**src/rtl/i2s_pkg.sv**
```systemverilog
// Shared constants, sample type and bit-clock increment helper for the I2S stereo transmitter.
package i2s_pkg;

    localparam int unsigned FRAME_BITS  = 32;
    localparam int unsigned SAMPLE_BITS = 16;
    localparam int unsigned ACC_WIDTH   = 28;

    typedef struct packed {
        logic [SAMPLE_BITS-1:0] l;
        logic [SAMPLE_BITS-1:0] r;
    } stereo_sample_t;

    // Two BCLK edges per bit, 32 bits per frame.
    function automatic int unsigned bclk_inc(input int unsigned fs);
        return 64 * fs;
    endfunction

endpackage

```
**src/rtl/i2s_bclk_nco.sv**
```systemverilog
// Fractional phase accumulator: emits a tick whenever the accumulator wraps past CLKFREQ
// and toggles the bit clock on each tick.
module i2s_bclk_nco
    import i2s_pkg::*;
#(
    parameter int unsigned CLKFREQ = 108_000_000,
    parameter int unsigned INC     = 3_072_000
) (
    input  logic CLK,
    input  logic RESET,
    output logic tick,
    output logic bclk
);

    localparam logic [ACC_WIDTH-1:0] INC_W = ACC_WIDTH'(INC);
    localparam logic [ACC_WIDTH-1:0] LIM_W = ACC_WIDTH'(CLKFREQ);

    logic [ACC_WIDTH-1:0] acc_q, acc_d, sum;
    logic                 bclk_q;

    always_comb begin
        sum   = acc_q + INC_W;
        tick  = (sum >= LIM_W);
        acc_d = tick ? (sum - LIM_W) : sum;
    end

    always_ff @(posedge CLK) begin
        if (RESET) begin
            acc_q  <= '0;
            bclk_q <= 1'b0;
        end else begin
            acc_q <= acc_d;
            if (tick) begin
                bclk_q <= ~bclk_q;
            end
        end
    end

    assign bclk = bclk_q;

endmodule

```
**src/rtl/i2s_stereo_tx.sv**
```systemverilog
// I2S stereo transmitter: one-deep sample holding register, 32-slot frame serializer.
// Build option I2S_UNDERRUN_ZERO_EN: an underrun frame plays silence instead of repeating.
module i2s_stereo_tx
    import i2s_pkg::*;
#(
    parameter int unsigned CLKFREQ = 108_000_000,
    parameter int unsigned FS      = 48_000
) (
    input  logic        CLK,
    input  logic        RESET,
    input  logic [15:0] SAMPLE_L,
    input  logic [15:0] SAMPLE_R,
    input  logic        SAMPLE_VALID,
    output logic        SAMPLE_READY,
    output logic        DAC_BCLK,
    output logic        DAC_LRCLK,
    output logic        DAC_DIN,
    output logic        UNDERRUN
);

    logic tick, bclk, fall;

    i2s_bclk_nco #(
        .CLKFREQ (CLKFREQ),
        .INC     (bclk_inc(FS))
    ) u_nco (
        .CLK   (CLK),
        .RESET (RESET),
        .tick  (tick),
        .bclk  (bclk)
    );

    // A tick while BCLK is high drives it low: that is where slot data advances.
    assign fall = tick & bclk;

    logic [4:0]            slot_q, slot_d;
    logic [FRAME_BITS-1:0] shift_q, shift_d, last_q, last_d, frame;
    stereo_sample_t        hold_q, hold_d;
    logic                  hold_full_q, hold_full_d;
    logic                  ready_q, din_q, din_d, lrclk_q, lrclk_d, underrun_q, underrun_d;
    logic                  accept, load;

    always_comb begin
        accept      = SAMPLE_VALID & ready_q;
        load        = 1'b0;
        slot_d      = slot_q;
        shift_d     = shift_q;
        last_d      = last_q;
        din_d       = din_q;
        lrclk_d     = lrclk_q;
        underrun_d  = 1'b0;
        hold_d      = hold_q;
`ifdef I2S_UNDERRUN_ZERO_EN
        frame       = '0;
`else
        frame       = last_q;
`endif
        if (hold_full_q) begin
            frame = hold_q;
        end

        if (fall) begin
            slot_d  = slot_q + 5'd1;
            lrclk_d = (slot_d >= 5'd15) && (slot_d <= 5'd30);
            if (slot_d == 5'd0) begin
                load       = 1'b1;
                underrun_d = ~hold_full_q;
                last_d     = frame;
                din_d      = frame[FRAME_BITS-1];
                shift_d    = {frame[FRAME_BITS-2:0], 1'b0};
            end else begin
                din_d   = shift_q[FRAME_BITS-1];
                shift_d = {shift_q[FRAME_BITS-2:0], 1'b0};
            end
        end

        if (accept) begin
            hold_d.l = SAMPLE_L;
            hold_d.r = SAMPLE_R;
        end
        // An accept can only coincide with a load when the holder was empty (underrun).
        hold_full_d = load ? accept : (hold_full_q | accept);
    end

    always_ff @(posedge CLK) begin
        if (RESET) begin
            slot_q      <= 5'd31;
            shift_q     <= '0;
            last_q      <= '0;
            hold_q      <= '0;
            hold_full_q <= 1'b0;
            ready_q     <= 1'b0;
            din_q       <= 1'b0;
            lrclk_q     <= 1'b0;
            underrun_q  <= 1'b0;
        end else begin
            slot_q      <= slot_d;
            shift_q     <= shift_d;
            last_q      <= last_d;
            hold_q      <= hold_d;
            hold_full_q <= hold_full_d;
            ready_q     <= ~hold_full_d;
            din_q       <= din_d;
            lrclk_q     <= lrclk_d;
            underrun_q  <= underrun_d;
        end
    end

    assign SAMPLE_READY = ready_q;
    assign DAC_BCLK     = bclk;
    assign DAC_LRCLK    = lrclk_q;
    assign DAC_DIN      = din_q;
    assign UNDERRUN     = underrun_q;

endmodule

```
**config.mk**
```make
export PLATFORM = sky130hd
export DESIGN_NAME = i2s_stereo_tx
export DESIGN_NICKNAME = d
export VERILOG_FILES = /design/src/rtl/i2s_pkg.sv /design/src/rtl/i2s_bclk_nco.sv /design/src/rtl/i2s_stereo_tx.sv
export SDC_FILE = /design/constraint.sdc
export NUM_CORES = 1
export LEC_CHECK = 0
export CELL_PAD_IN_SITES_DETAIL_PLACEMENT = 1
export CELL_PAD_IN_SITES_GLOBAL_PLACEMENT = 2
export CORE_MARGIN = 3
export CORE_UTILIZATION = 38
export CTS_BUF_LIST = sky130_fd_sc_hd__clkbuf_8
export DETAILED_ROUTE_END_ITERATION = 8
export PLACE_DENSITY = 0.79
export SLEW_MARGIN = 20
export SYNTH_ARGS = -nofsm -noshare
export SYNTH_HDL_FRONTEND = slang
export SYNTH_HIERARCHICAL = 1
export SYNTH_SLANG_ARGS = --single-unit
```
**constraint.sdc**
```tcl
create_clock -name CLK -period 4.05 [get_ports CLK]
set_input_delay 1.0125 -clock CLK [delete_from_list [all_inputs] [get_ports CLK]]
set_output_delay 1.0125 -clock CLK [all_outputs]
set_load 0.05 [all_outputs]
```
## After elaboration in Yosys (flattened, before gate mapping)

Cells that the tools add are included.

| storage, ports and cells | value |
|---|---|
| memory bits (writable) | 0 |
| memories kept | 0 |
| input port bits | 35 |
| output and inout bits | 5 |
| logic and storage cells | 37 |
| latch bits | 0 |
| register bits after elaboration | 135 |
| bits in read-only memories | 0 |

| cells by class | value |
|---|---|
| multipliers | 0 |
| div/mod/pow operators | 0 |
| add/sub/neg operators | 3 |
| bitwise gates (word level) | 8 |
| equality and inequality tests | 0 |
| reductions and logical operators | 4 |
| $lt $le $gt $ge | 3 |
| shift operators | 0 |
| multiplexer cells | 7 |

Operators with widths:

| kind | count |
|---|---|
| $mux W32 | 2 |
| $add A28 B22 Y28 const B | 1 |
| $ge A28 B27 Y1 const B | 1 |
| $mux W28 | 1 |
| $sub A28 B27 Y28 const B | 1 |
| $add A5 B1 Y5 const B | 1 |
| $ge A5 B4 Y1 const B | 1 |
| $le A5 B5 Y1 const B | 1 |
| $logic_not A5 Y1 | 1 |
| $not A1 Y1 | 5 |
| $mux W1 | 4 |
| $reduce_or A3 Y1 | 1 |
| $and A1 B1 Y1 | 2 |
| $reduce_and A2 Y1 | 1 |
| $logic_and A1 B1 Y1 | 1 |
| $or A1 B1 Y1 | 1 |

## Logic depth before layout (Yosys ltp)

| logic depth | value |
|---|---|
| depth in word-level cells | 6 |
| mapped depth | 17 |
| depth with buffers taken out | 13 |

## By module

The synthesis kept the hierarchy.

By module, submodules not included:

| module | instances | seq. area each (um^2) | cells each | area an instance (um^2) |
|---|---|---|---|---|
| i2s_stereo_tx | 1 | 2,102.0 | 579 | 5,014.8 |
| i2s_bclk_nco | 1 | 420.4 | 202 | 1,639.1 |

## Least setup slack after synthesis

No wires, ideal clock.

| timing path | value |
|---|---|
| kind | reg-to-reg |
| start point | reg u_nco.acc_q[13] |
| end point | reg slot_q[4] |
| arrival time | 3.437 ns |
| buffers on the path | 4 |
| stages on the path, launching flop included | 18 |
| required time | 3.920 ns |
| setup slack | 0.484 ns |
| setup time | 0.130 ns |
| clock period less this slack | 3.566 ns |
| path through | dfxtp_1 -> clkbuf_2 -> inv_1 -> ha_1 -> xnor2_1 -> or4_4 -> a21o_4 -> o31a_1 -> o2111ai_2 -> nand2_2 -> inv_1 -> and2_1 -> clkbuf_1 -> buf_2 -> buf_1 -> nand4_1 -> xor2_1 -> nand2_1 |

| between the ends | value |
|---|---|
| word-level cells in the longest chain between the ends | 3 |

RTL lines:

| what | line | text |
|---|---|---|
| start: declaration | i2s_bclk_nco.sv:18 | `logic [ACC_WIDTH-1:0] acc_q, acc_d, sum;` |
| start signal: assignment | i2s_bclk_nco.sv:29 | `acc_q <= '0;` |
| start signal: assignment | i2s_bclk_nco.sv:32 | `acc_q <= acc_d;` |
| $add A28 B22 Y28 | i2s_bclk_nco.sv:22 | `sum = acc_q + INC_W;` |
| $ge A28 B27 Y1 | i2s_bclk_nco.sv:23 | `tick = (sum >= LIM_W);` |
| named net tick | i2s_stereo_tx.sv:21 | `logic tick, bclk, fall;` |
| $and A1 B1 Y1 | i2s_stereo_tx.sv:34 | `assign fall = tick & bclk;` |
| end signal: assignment | i2s_stereo_tx.sv:97 | `slot_q <= slot_d;` |
| end: declaration | i2s_stereo_tx.sv:36 | `logic [4:0] slot_q, slot_d;` |

The timed path passes the listed nets, and every way through them passes these cells.
A chain may end at the register's enable or synchronous reset.

## Worst setup path after layout

| timing path | value |
|---|---|
| start point | reg u_nco.acc_q[13] |
| end point | reg shift_q[20] |

| between the ends | value |
|---|---|
| word-level cells in the longest chain between the ends | 3 |

RTL lines:

| what | line | text |
|---|---|---|
| $add A28 B22 Y28 | i2s_bclk_nco.sv:22 |  |
| $ge A28 B27 Y1 | i2s_bclk_nco.sv:23 |  |
| named net tick | i2s_stereo_tx.sv:21 |  |
| $and A1 B1 Y1 | i2s_stereo_tx.sv:34 |  |
| end signal: assignment | i2s_stereo_tx.sv:98 | `shift_q <= shift_d;` |
| end: declaration | i2s_stereo_tx.sv:37 | `logic [FRAME_BITS-1:0] shift_q, shift_d, last_q, last_d, frame;` |

The timed path passes the listed nets, and every way through them passes these cells.

==> run_results.csv <==
group,metric,value,unit
final_layout,finalNetCount,822,
floorplan,dieWidth,138.3,um
power,irDropWorstVdd,0.0003436,V
worst_setup_path,crit_type,"reg2reg",
timing,fin_crit_sh,90.80,%
worst_setup_path,crit_path_end_kind,"flip-flop",
final_layout,fin_cells,1014,
synth,synth-xor-area-share,2.482,%
timing,max_freq,0.2719,GHz
final_layout,layout-drive-gt1-share,13.10,%
floorplan,start_util,39.42,%
detailed_routing,routedWlPerCell,16.66,um
placement,gp_congestion,0.7568,
clocking,clk_path_buf_depth,2,
timing,slew-limit-headroom,35.65,%
synth,synth_fp_nets,822,
synth,synth_cells,781,
global_route,overflow,0,
floorplan,ioPinCount,40,
global_route,antenna_found_initial,0,
detailed_routing,drt_iter0_drc,421,
global_route,grt_start_max_net_pins,81,
power,p_leak,2.449,nW
worst_setup_path,critical_path.startpoint_type,"flip-flop",
global_route,grt_pass1_wl,28670,um
clocking,htreeDepth,4,
clocking,hold_buffers,0,
placement,hpwlAfterDp,11390,um
synth,synth_seq_cells,126,
clocking,clkSinkCount,126,
synth,synth.area.mux_share,10.70,%
final_layout,layout_common_cells,"nand2_1, dfxtp_1, nand3_1",
global_route,grtUsageTotal,17.71,%
final_layout,area_delta_synth_final,12.88,%
final_layout,ff_latch_area,2522,um^2
timing,setup-violations-final,0,
final_layout,multi_input_comb_area,3745,um^2
power,p_per_area,435.4,nW/um^2
synth,ys_types,65,
min_path,hp-class,"reg2reg",
floorplan,dieArea,19130,um^2
timing,rsz0062_at_grt,"false",
clocking,clk_latency,0.44,ns
clocking,cts-root-buf,"clkbuf_8",
synth,syn_area,6654,um^2
final_layout,n_antenna_cell,0,
synth,ys_seq_area_share,37.91,%
detailed_routing,wirelength,16900,um
worst_setup_path,path_max_fanout,59,
clocking,cts_setup_buffers,0,
synth,ys_warn_count,6,
timing,slew_violations,0,
clocking,cts_tree,"built",
job,drv_cap,0,
synth,synth_top_family_by_area,"simple AND/OR/NAND/NOR gates",
synth,synth-edff-count,0,
timing,worstMarginPinSlew,0.9606,ns
worst_setup_path,arrival,3.99,ns
timing,clock_skew,0.01187,ns
floorplan,core-area,16880,um^2
detailed_routing,drt_pass1_iterations,4,
placement,placed_cells,982,
synth,ys.flop_type,"dfxtp_1",
floorplan,die_y,138.3,um
timing,setup_tns,0,ns
detailed_routing,viasPerCell,5.709,
placement,io_buffers,39,
detailed_routing,vias,5789,
clocking,clkTransAtPathRegs,0.08,ns
synth,synthSimpleGateAreaFrac,21.62,%
clocking,cts_buffers,17,
worst_setup_path,required,4.36,ns
floorplan,rows,47,
timing,hold_viol,0,
final_layout,fillCellCount,1968,
final_layout,mostFrequentLayoutCell,"nand2_1",
status,status,"finished, final reports clean",
detailed_routing,drc,0,
synth,avgSynthCellArea,8.520,um^2
clocking,cts-resized-gates,0,
global_route,grt_pass1_vias,5829,
synth,async_flop_share,0,%
detailed_routing,postRouteAntennaNets,0,
synth,synthAdderAreaFrac,1.128,%
synth,synth_compound_area_share,20.03,%
timing,post-route-min-period,3.678,ns
==> synthesized netlist by cell type (9+ instances only) <==
library cell | instances | share of area (%)
nand2_1 | 150 | 8.5
dfxtp_1 | 126 | 38
nand3_1 | 66 | 5.0
a21oi_1 | 50 | 3.8
clkbuf_1 | 38 | 2.1
mux2i_1 | 34 | 5.1
mux2_2 | 32 | 5.4
o311ai_0 | 31 | 4.1
o2111ai_1 | 30 | 3.9
nor2_1 | 19 | 1.1
buf_2 | 18 | 1.4
o31ai_1 | 13 | 1.5
xnor2_1 | 11 | 1.4
o21ai_0 | 10 | 0.75
inv_1 | 9 | 0.51
or4_1 | 9 | 1.0
==> state kept, by name, indices dropped and copies added, names as in the netlist <==
register and cells:
SAMPLE_READY 1, u_nco/bclk 1, shift_q 31, slot_q 5, DAC_LRCLK 1, hold_q 32, hold_full_q 1, u_nco/acc_q 20
last_q 32, DAC_DIN 1, UNDERRUN 1
==> power by group <==
group          switching [mW]  internal [mW]  total [mW]
combinational           0.500          0.307       0.807
clock                   0.495          0.579        1.07
sequential             0.0969           1.29        1.39
==> through the flow <==
| stage | hold slack, ns | setup WS (ns) | total power, mW | util (%) | cell area [um^2] |
|---|---|---|---|---|---|
| 2_1_floorplan | 0.4320 | 0.4837 | 1.979 | - | 6654 |
| 3_3_place_gp | 0.4388 | 0.5488 | 2.185 | 42.26 | 7132 |
| 3_5_place_dp | 0.4449 | 0.3640 | 2.212 | 42.26 | 7132 |
| 4_1_cts | 0.4585 | 0.3312 | 3.292 | 44.50 | 7511 |
| 5_1_grt | 0.4783 | 0.08903 | 3.441 | 44.50 | 7511 |
| 6_report | 0.4547 | 0.3725 | 3.270 | 44.50 | 7511 |
==> worst paths after layout <==
path | start | to | slack (ns) | depth (start not counted)
worst max-delay path | u_nco/acc_q[13] | shift_q[20] | 0.37 | 13
worst min-delay path | shift_q[1] | shift_q[1] | 0.45 | 2
worst max register to register | u_nco/acc_q[13] | shift_q[20] | 0.37 | 13
worst min register to register | shift_q[1] | shift_q[1] | 0.45 | 2
==> per-layer routing <==
layer | vias to the layer above | GRT usage, % | wire length [um]
met1 | 2832 | 23.44 | 8267
met4 | 0 | 5.356 | 220
met2 | 58 | 29.16 | 7994
met3 | 17 | 3.695 | 414
met5 | - | 0 | 0
li1 | 2882 | - | -
==> critical path, stage by stage (launching register included) <==
cell and delay [ns]:
dfxtp_1 0.48, inv_1 0.08, ha_1 0.28, xnor2_1 0.17
or4_4 0.54, a21o_4 0.22, o31a_1 0.30, o2111ai_2 0.22
nand2_2 0.11, inv_1 0.10, and2_2 0.28, buf_12 0.28
nand3_1 0.12, o311ai_0 0.35
==> final cells by class <==
cell class / count / share of cell area [%]
multi-input combinational: 568 / 49.86
sequential: 126 / 33.58
timing repair buffer: 57 / 7.263
clock buffer: 20 / 3.665
tap: 220 / 3.665
clock inverter: 12 / 1.383
inverter: 11 / 0.5830
==> cells by family after synthesis <==
group / Yosys count
AO/OA/AOI/OAI: 177
AND/OR/NAND/NOR: 300
XOR/XNOR: 18
flip-flops: 126
buffers and inverters: 87
adder cells (fa/ha/maj): 6
multiplexers: 67
Power figures use the tool's default switching activity.
